[config.mk]
export PLATFORM = sky130hd
export DESIGN_NAME = uart_tx_sender
export DESIGN_NICKNAME = d
export VERILOG_FILES = /design/src/rtl/uart_tx_sender_pkg.sv /design/src/rtl/uart_tx_sender_baud_tick.sv /design/src/rtl/uart_tx_sender.sv
export SDC_FILE = /design/constraint.sdc
export NUM_CORES = 1
export LEC_CHECK = 0
export BUFFER_PORTS_ARGS = -buffer_cell sky130_fd_sc_hd__buf_2
export CAP_MARGIN = 5
export CORE_ASPECT_RATIO = 0.8
export CORE_MARGIN = 1
export CORE_UTILIZATION = 30
export CTS_CLUSTER_DIAMETER = 200
export DETAILED_ROUTE_END_ITERATION = 8
export SKIP_CTS_REPAIR_TIMING = 1
export SYNTH_ARGS = -nofsm -noshare
export SYNTH_HDL_FRONTEND = slang
export SYNTH_SLANG_ARGS = --single-unit
export TNS_END_PERCENT = 30
[constraint.sdc]
create_clock -name in_clk -period 3.7 [get_ports in_clk]
set_input_delay 0.37 -clock in_clk [delete_from_list [all_inputs] [get_ports in_clk]]
set_output_delay 0.37 -clock in_clk [all_outputs]
set_load 0.005 [all_outputs]
[src/rtl/uart_tx_sender_pkg.sv]
// Shared types and frame constants for the tester-link UART transmitter.
package uart_tx_sender_pkg;

  typedef enum logic [2:0] {
    IDLE,
    START,
    DATA,
    PARITY,
    STOP,
    HOLD
  } uart_tx_state_e;

  localparam int         DATA_BITS = 8;
  localparam logic       START_BIT = 1'b0;
  localparam logic       STOP_BIT  = 1'b1;
  localparam logic [1:0] RSP_TAG   = 2'b00;

  function automatic logic [DATA_BITS-1:0] frame_byte(input logic [5:0] tstate);
    return {RSP_TAG, tstate};
  endfunction

endpackage

[src/rtl/uart_tx_sender_baud_tick.sv]
// Bit-period timer: counts 0..DIV-1 and flags the last cycle of each bit period.
module baud_tick #(
  parameter int DIV = 434
) (
  input  logic in_clk,
  input  logic in_rst,
  input  logic in_clr,
  output logic out_tick
);

  localparam int CW = (DIV > 1) ? $clog2(DIV) : 1;
  localparam logic [CW-1:0] LAST = CW'(DIV - 1);

  logic [CW-1:0] cnt_q, cnt_d;
  logic          tick_q, tick_d;

  always_comb begin
    cnt_d = cnt_q + 1'b1;
    if (in_clr || cnt_q == LAST) cnt_d = '0;
    // Registered tick mirrors the counter so it is high exactly while cnt_q == DIV-1.
    tick_d = (cnt_d == LAST);
  end

  always_ff @(posedge in_clk) begin
    if (in_rst) begin
      cnt_q  <= '0;
      tick_q <= 1'b0;
    end else begin
      cnt_q  <= cnt_d;
      tick_q <= tick_d;
    end
  end

  assign out_tick = tick_q;

endmodule

[src/rtl/uart_tx_sender.sv]
// Frames the 6-bit tester state as one UART byte (8N1, or 8E1 with UART_TX_PARITY_EN).
module uart_tx_sender
  import uart_tx_sender_pkg::*;
#(
  parameter int CLK_FREQ = 50_000_000,
  parameter int BAUD     = 115_200
) (
  input  logic       in_clk,
  input  logic       in_rst,
  input  logic       in_s_en,
  input  logic [5:0] in_data,
  output logic       out_tx,
  output logic       out_s_bs,
  output logic       out_s_rd
);

  localparam int         DIV      = CLK_FREQ / BAUD;
  localparam logic [2:0] LAST_BIT = 3'(DATA_BITS - 1);

  uart_tx_state_e         state_q, state_d;
  logic [DATA_BITS-1:0]   shift_q, shift_d;
  logic [2:0]             bit_q, bit_d;
  logic                   tick;
`ifdef UART_TX_PARITY_EN
  logic                   par_q, par_d;
`endif

  baud_tick #(.DIV(DIV)) u_baud (
    .in_clk  (in_clk),
    .in_rst  (in_rst),
    .in_clr  (state_q == IDLE),
    .out_tick(tick)
  );

  always_comb begin
    state_d = state_q;
    shift_d = shift_q;
    bit_d   = bit_q;
`ifdef UART_TX_PARITY_EN
    par_d   = par_q;
`endif
    case (state_q)
      IDLE: if (in_s_en) begin
        shift_d = frame_byte(in_data);
        bit_d   = '0;
`ifdef UART_TX_PARITY_EN
        par_d   = ^frame_byte(in_data);
`endif
        state_d = START;
      end
      START: if (tick) state_d = DATA;
      DATA: if (tick) begin
        shift_d = shift_q >> 1;
        if (bit_q == LAST_BIT) begin
`ifdef UART_TX_PARITY_EN
          state_d = PARITY;
`else
          state_d = STOP;
`endif
        end else begin
          bit_d = bit_q + 1'b1;
        end
      end
      PARITY: if (tick) state_d = STOP;
      STOP:   if (tick) state_d = HOLD;
      // Wait for the control FSM to drop enable so the same state is not resent.
      HOLD:   if (!in_s_en) state_d = IDLE;
      default: state_d = IDLE;
    endcase
  end

  always_ff @(posedge in_clk) begin
    if (in_rst) begin
      state_q <= IDLE;
      shift_q <= '0;
      bit_q   <= '0;
`ifdef UART_TX_PARITY_EN
      par_q   <= 1'b0;
`endif
    end else begin
      state_q <= state_d;
      shift_q <= shift_d;
      bit_q   <= bit_d;
`ifdef UART_TX_PARITY_EN
      par_q   <= par_d;
`endif
    end
  end

  always_comb begin
    out_tx = STOP_BIT;
    case (state_q)
      START:  out_tx = START_BIT;
      DATA:   out_tx = shift_q[0];
`ifdef UART_TX_PARITY_EN
      PARITY: out_tx = par_q;
`endif
      default: out_tx = STOP_BIT;
    endcase
  end

  assign out_s_bs = (state_q != IDLE);
  assign out_s_rd = (state_q == STOP) && tick;

endmodule

==> flow_metrics.env <==
export IMPL_dp_cells=164
export IMPL_ir_drop_uv=168
export IMPL_setup_slack_ns=1.74
export IMPL_die_h_microns=55.4
export IMPL_drt_iter0_markers=49
export IMPL_worst_pin_slew_ns=0.990
export IMPL_synth_area_top_cells="dfxtp_1 (41%), mux2i_1 (6.6%), nor2_1 (6.0%)"
export IMPL_yosysSeqAreaShare_pct=41.3
export IMPL_final_cell_mix="dfxtp_1 (22), nor2_1 (17), buf_2 (11)"
export IMPL_final_cell_area_sq_um=1190
export IMPL_drive_above_1_share_pct=12.5
export IMPL_syn_to_final_growth_pct=11.8
export IMPL_ys_types=31
export IMPL_cts_inserted_buffers=3
export IMPL_die_w_microns=68.7
export IMPL_io_pins=12
export IMPL_clock_sinks=22
export IMPL_synth_top_cell_area_share_pct=41.3
export IMPL_cts_clk_slew_worst_paths_ns=0.08
export IMPL_stdcell_count=168
export IMPL_grt_max_degree=15
export IMPL_vias=842
export IMPL_reg2reg_depth=6
export IMPL_netlist_instances=120
export IMPL_hp_class="in -> reg"
export IMPL_final_common_cell="dfxtp_1"
export IMPL_start_util_pct=32.9
export IMPL_dieArea_sq_um=3800
export IMPL_grt_pass1_vias=796
export IMPL_yosys_warnings=0
export IMPL_nets=142
export IMPL_antenna_found_initial=0
export IMPL_cp_max_fo=10
export IMPL_routed_wl_microns=1960
export IMPL_post_drt_wl_per_cell_microns=11.7
export IMPL_rrSetupSlack_ns=1.74
export IMPL_relSlewSlack_pct=33.5
export IMPL_start_kind="flop"
export IMPL_path_class="reg -> reg"
export IMPL_ctsHtreeMaxLevel=1
export IMPL_yosys_area_top_type="dfxtp_1"
export IMPL_diodes=0
export IMPL_drc=0
export IMPL_tns_ns=0
export IMPL_gr_total_overflow=0
export IMPL_clk_latency_ns=0.27
export IMPL_cp_end_kind="flop"
export IMPL_setup_viol=0
export IMPL_port_buffers=11
export IMPL_synth_area_sq_um=1070
export IMPL_vias_per_cell=5.01
export IMPL_slew_violations=0
export IMPL_ys_flop_type="dfxtp_1"
export IMPL_cts_max_path_buffers=2
export IMPL_p_leak_nw=0.434
export IMPL_coreArea_sq_um=3240
export IMPL_skew_ns=0.0102
export IMPL_whs_path_depth=3
export IMPL_postRouteAntennaNets=0
export IMPL_grt_usage_pct=11.9
export IMPL_place_area_sq_um=1140
export IMPL_cts_root_buffer="clkbuf_8"
export IMPL_synth_seq_cells=22
export IMPL_ys_async_sr_fraction_pct=0
export IMPL_first_pass_iters=4
export IMPL_cap_violations=0
export IMPL_status="finished, final reports clean"
export IMPL_pre_cts_ws_ns=1.72
export IMPL_fin_crit_ns=1.96
export IMPL_grt_pass1_wl_microns=3410
export IMPL_cts_tree="built"
export IMPL_reg2reg_to="u_baud.out_tick$_SDFF_PP0_"
export IMPL_rsz0062_at_grt="false"
export IMPL_min_from="in_data[5]"
export IMPL_arrival_ns=2.15
export IMPL_dp_hpwl_microns=1460
export IMPL_finalHoldViolCount=0
export IMPL_synth_edff_count=0
export IMPL_p_total_mw=0.453
export IMPL_gp_congestion=0.818
export IMPL_row_count=18
export IMPL_min_period_over_period_pct=53.1
export IMPL_synth_area_per_cell_sq_um=8.89
export IMPL_worstHoldEndpoint="shift_q[5]$_SDFFE_PP0P_"
export IMPL_required_ns=3.88
export IMPL_clock_fmax_ghz=0.509
export IMPL_power_density_nw_per_um2=379
export IMPL_reg2reg_from="u_baud.cnt_q[1]$_SDFF_PP0_"
export IMPL_synthesis_nets=133
[cell families after synthesis]
logic type | Yosys count | share of synthesized area [%]
buffers and inverters | 9 | 3.87
adder cells (fa/ha/maj) | 4 | 4.69
AO/OA/AOI/OAI | 17 | 10.3
multiplexers | 7 | 6.57
XOR/XNOR | 7 | 5.74
flip-flops | 22 | 41.3
AND/OR/NAND/NOR | 54 | 27.5
[per-stage QoR]
| step | hold slack [ns] | utilization, % |
|---|---|---|
| floorplan | 0.443 | - |
| global placement | 0.459 | 35.1 |
| detailed placement | 0.464 | 35.1 |
| CTS | 0.379 | 36.8 |
| global route | 0.381 | 36.8 |
| finish | 0.379 | 36.8 |
[layer usage]
metal	up-vias	wire, microns	global-route usage, %
met4	0	33	4.46
met5	-	0	0
met2	9	905	17.8
met1	393	945	15.5
met3	4	80	4.34
li1	436	-	-
[area by class of cell]
cell class,count,area (sq um)
inverters,2,7.51
clock buffers,4,55.1
repair buffers,11,55.1
flip-flops and latches,22,440
fillers,329,2050
well taps,40,50.0
multi-input cells,89,586
[flip-flops by register name, summed over array words and instances (netlist names)]
| signal | cells |
|---|---|
| shift_q | 6 |
| bit_q | 3 |
| state_q | 3 |
| u_baud.cnt_q | 9 |
| u_baud.out_tick | 1 |
[worst max-delay path, stage by stage, from the launching register on]
cell and delay [ns]:
dfxtp_1 0.39, inv_1 0.06, ha_1 0.16, nor4bb_1 0.12
a311o_1 0.48, or3_1 0.41, nor4_2 0.27
[report_power, final]
part	internal, mW	switching [mW]	leakage (nW)	total, mW
sequential	0.244	0.00658	0.179	0.251
combinational	0.0147	0.0167	0.226	0.0314
clock	0.0949	0.0757	0.0288	0.171
total	0.354	0.0990	0.434	0.453
[how the worst max path moves through the flow]
stage	from	to	slack [ns]	cells after the start
5_1_grt	state_q[1]$_SDFFE_PP0P_	shift_q[3]$_SDFFE_PP0P_	1.48	4
4_1_cts	u_baud.cnt_q[1]$_SDFF_PP0_	u_baud.out_tick$_SDFF_PP0_	1.70	6
6_report	u_baud.cnt_q[1]$_SDFF_PP0_	u_baud.out_tick$_SDFF_PP0_	1.74	6
3_3_place_gp	u_baud.cnt_q[1]$_SDFF_PP0_	u_baud.out_tick$_SDFF_PP0_	1.83	6
2_1_floorplan	u_baud.cnt_q[1]$_SDFF_PP0_	u_baud.out_tick$_SDFF_PP0_	1.89	7
3_5_place_dp	u_baud.cnt_q[1]$_SDFF_PP0_	u_baud.out_tick$_SDFF_PP0_	1.72	6
[cells in the mapped netlist, types with 2 or more instances]
cell / n
dfxtp_1: 22
nor2_1: 17
a21oi_1: 7
mux2i_1: 7
nand2_1: 6
a211oi_1: 5
clkbuf_1: 5
nand2b_1: 5
nor2b_1: 5
nor3_1: 5
ha_1: 4
nand3_1: 4
xor2_1: 4
xnor2_1: 3
and2_1: 2
inv_1: 2
nor3b_1: 2
nor4bb_1: 2
No activity file was read; power rests on OpenSTA's default activity.
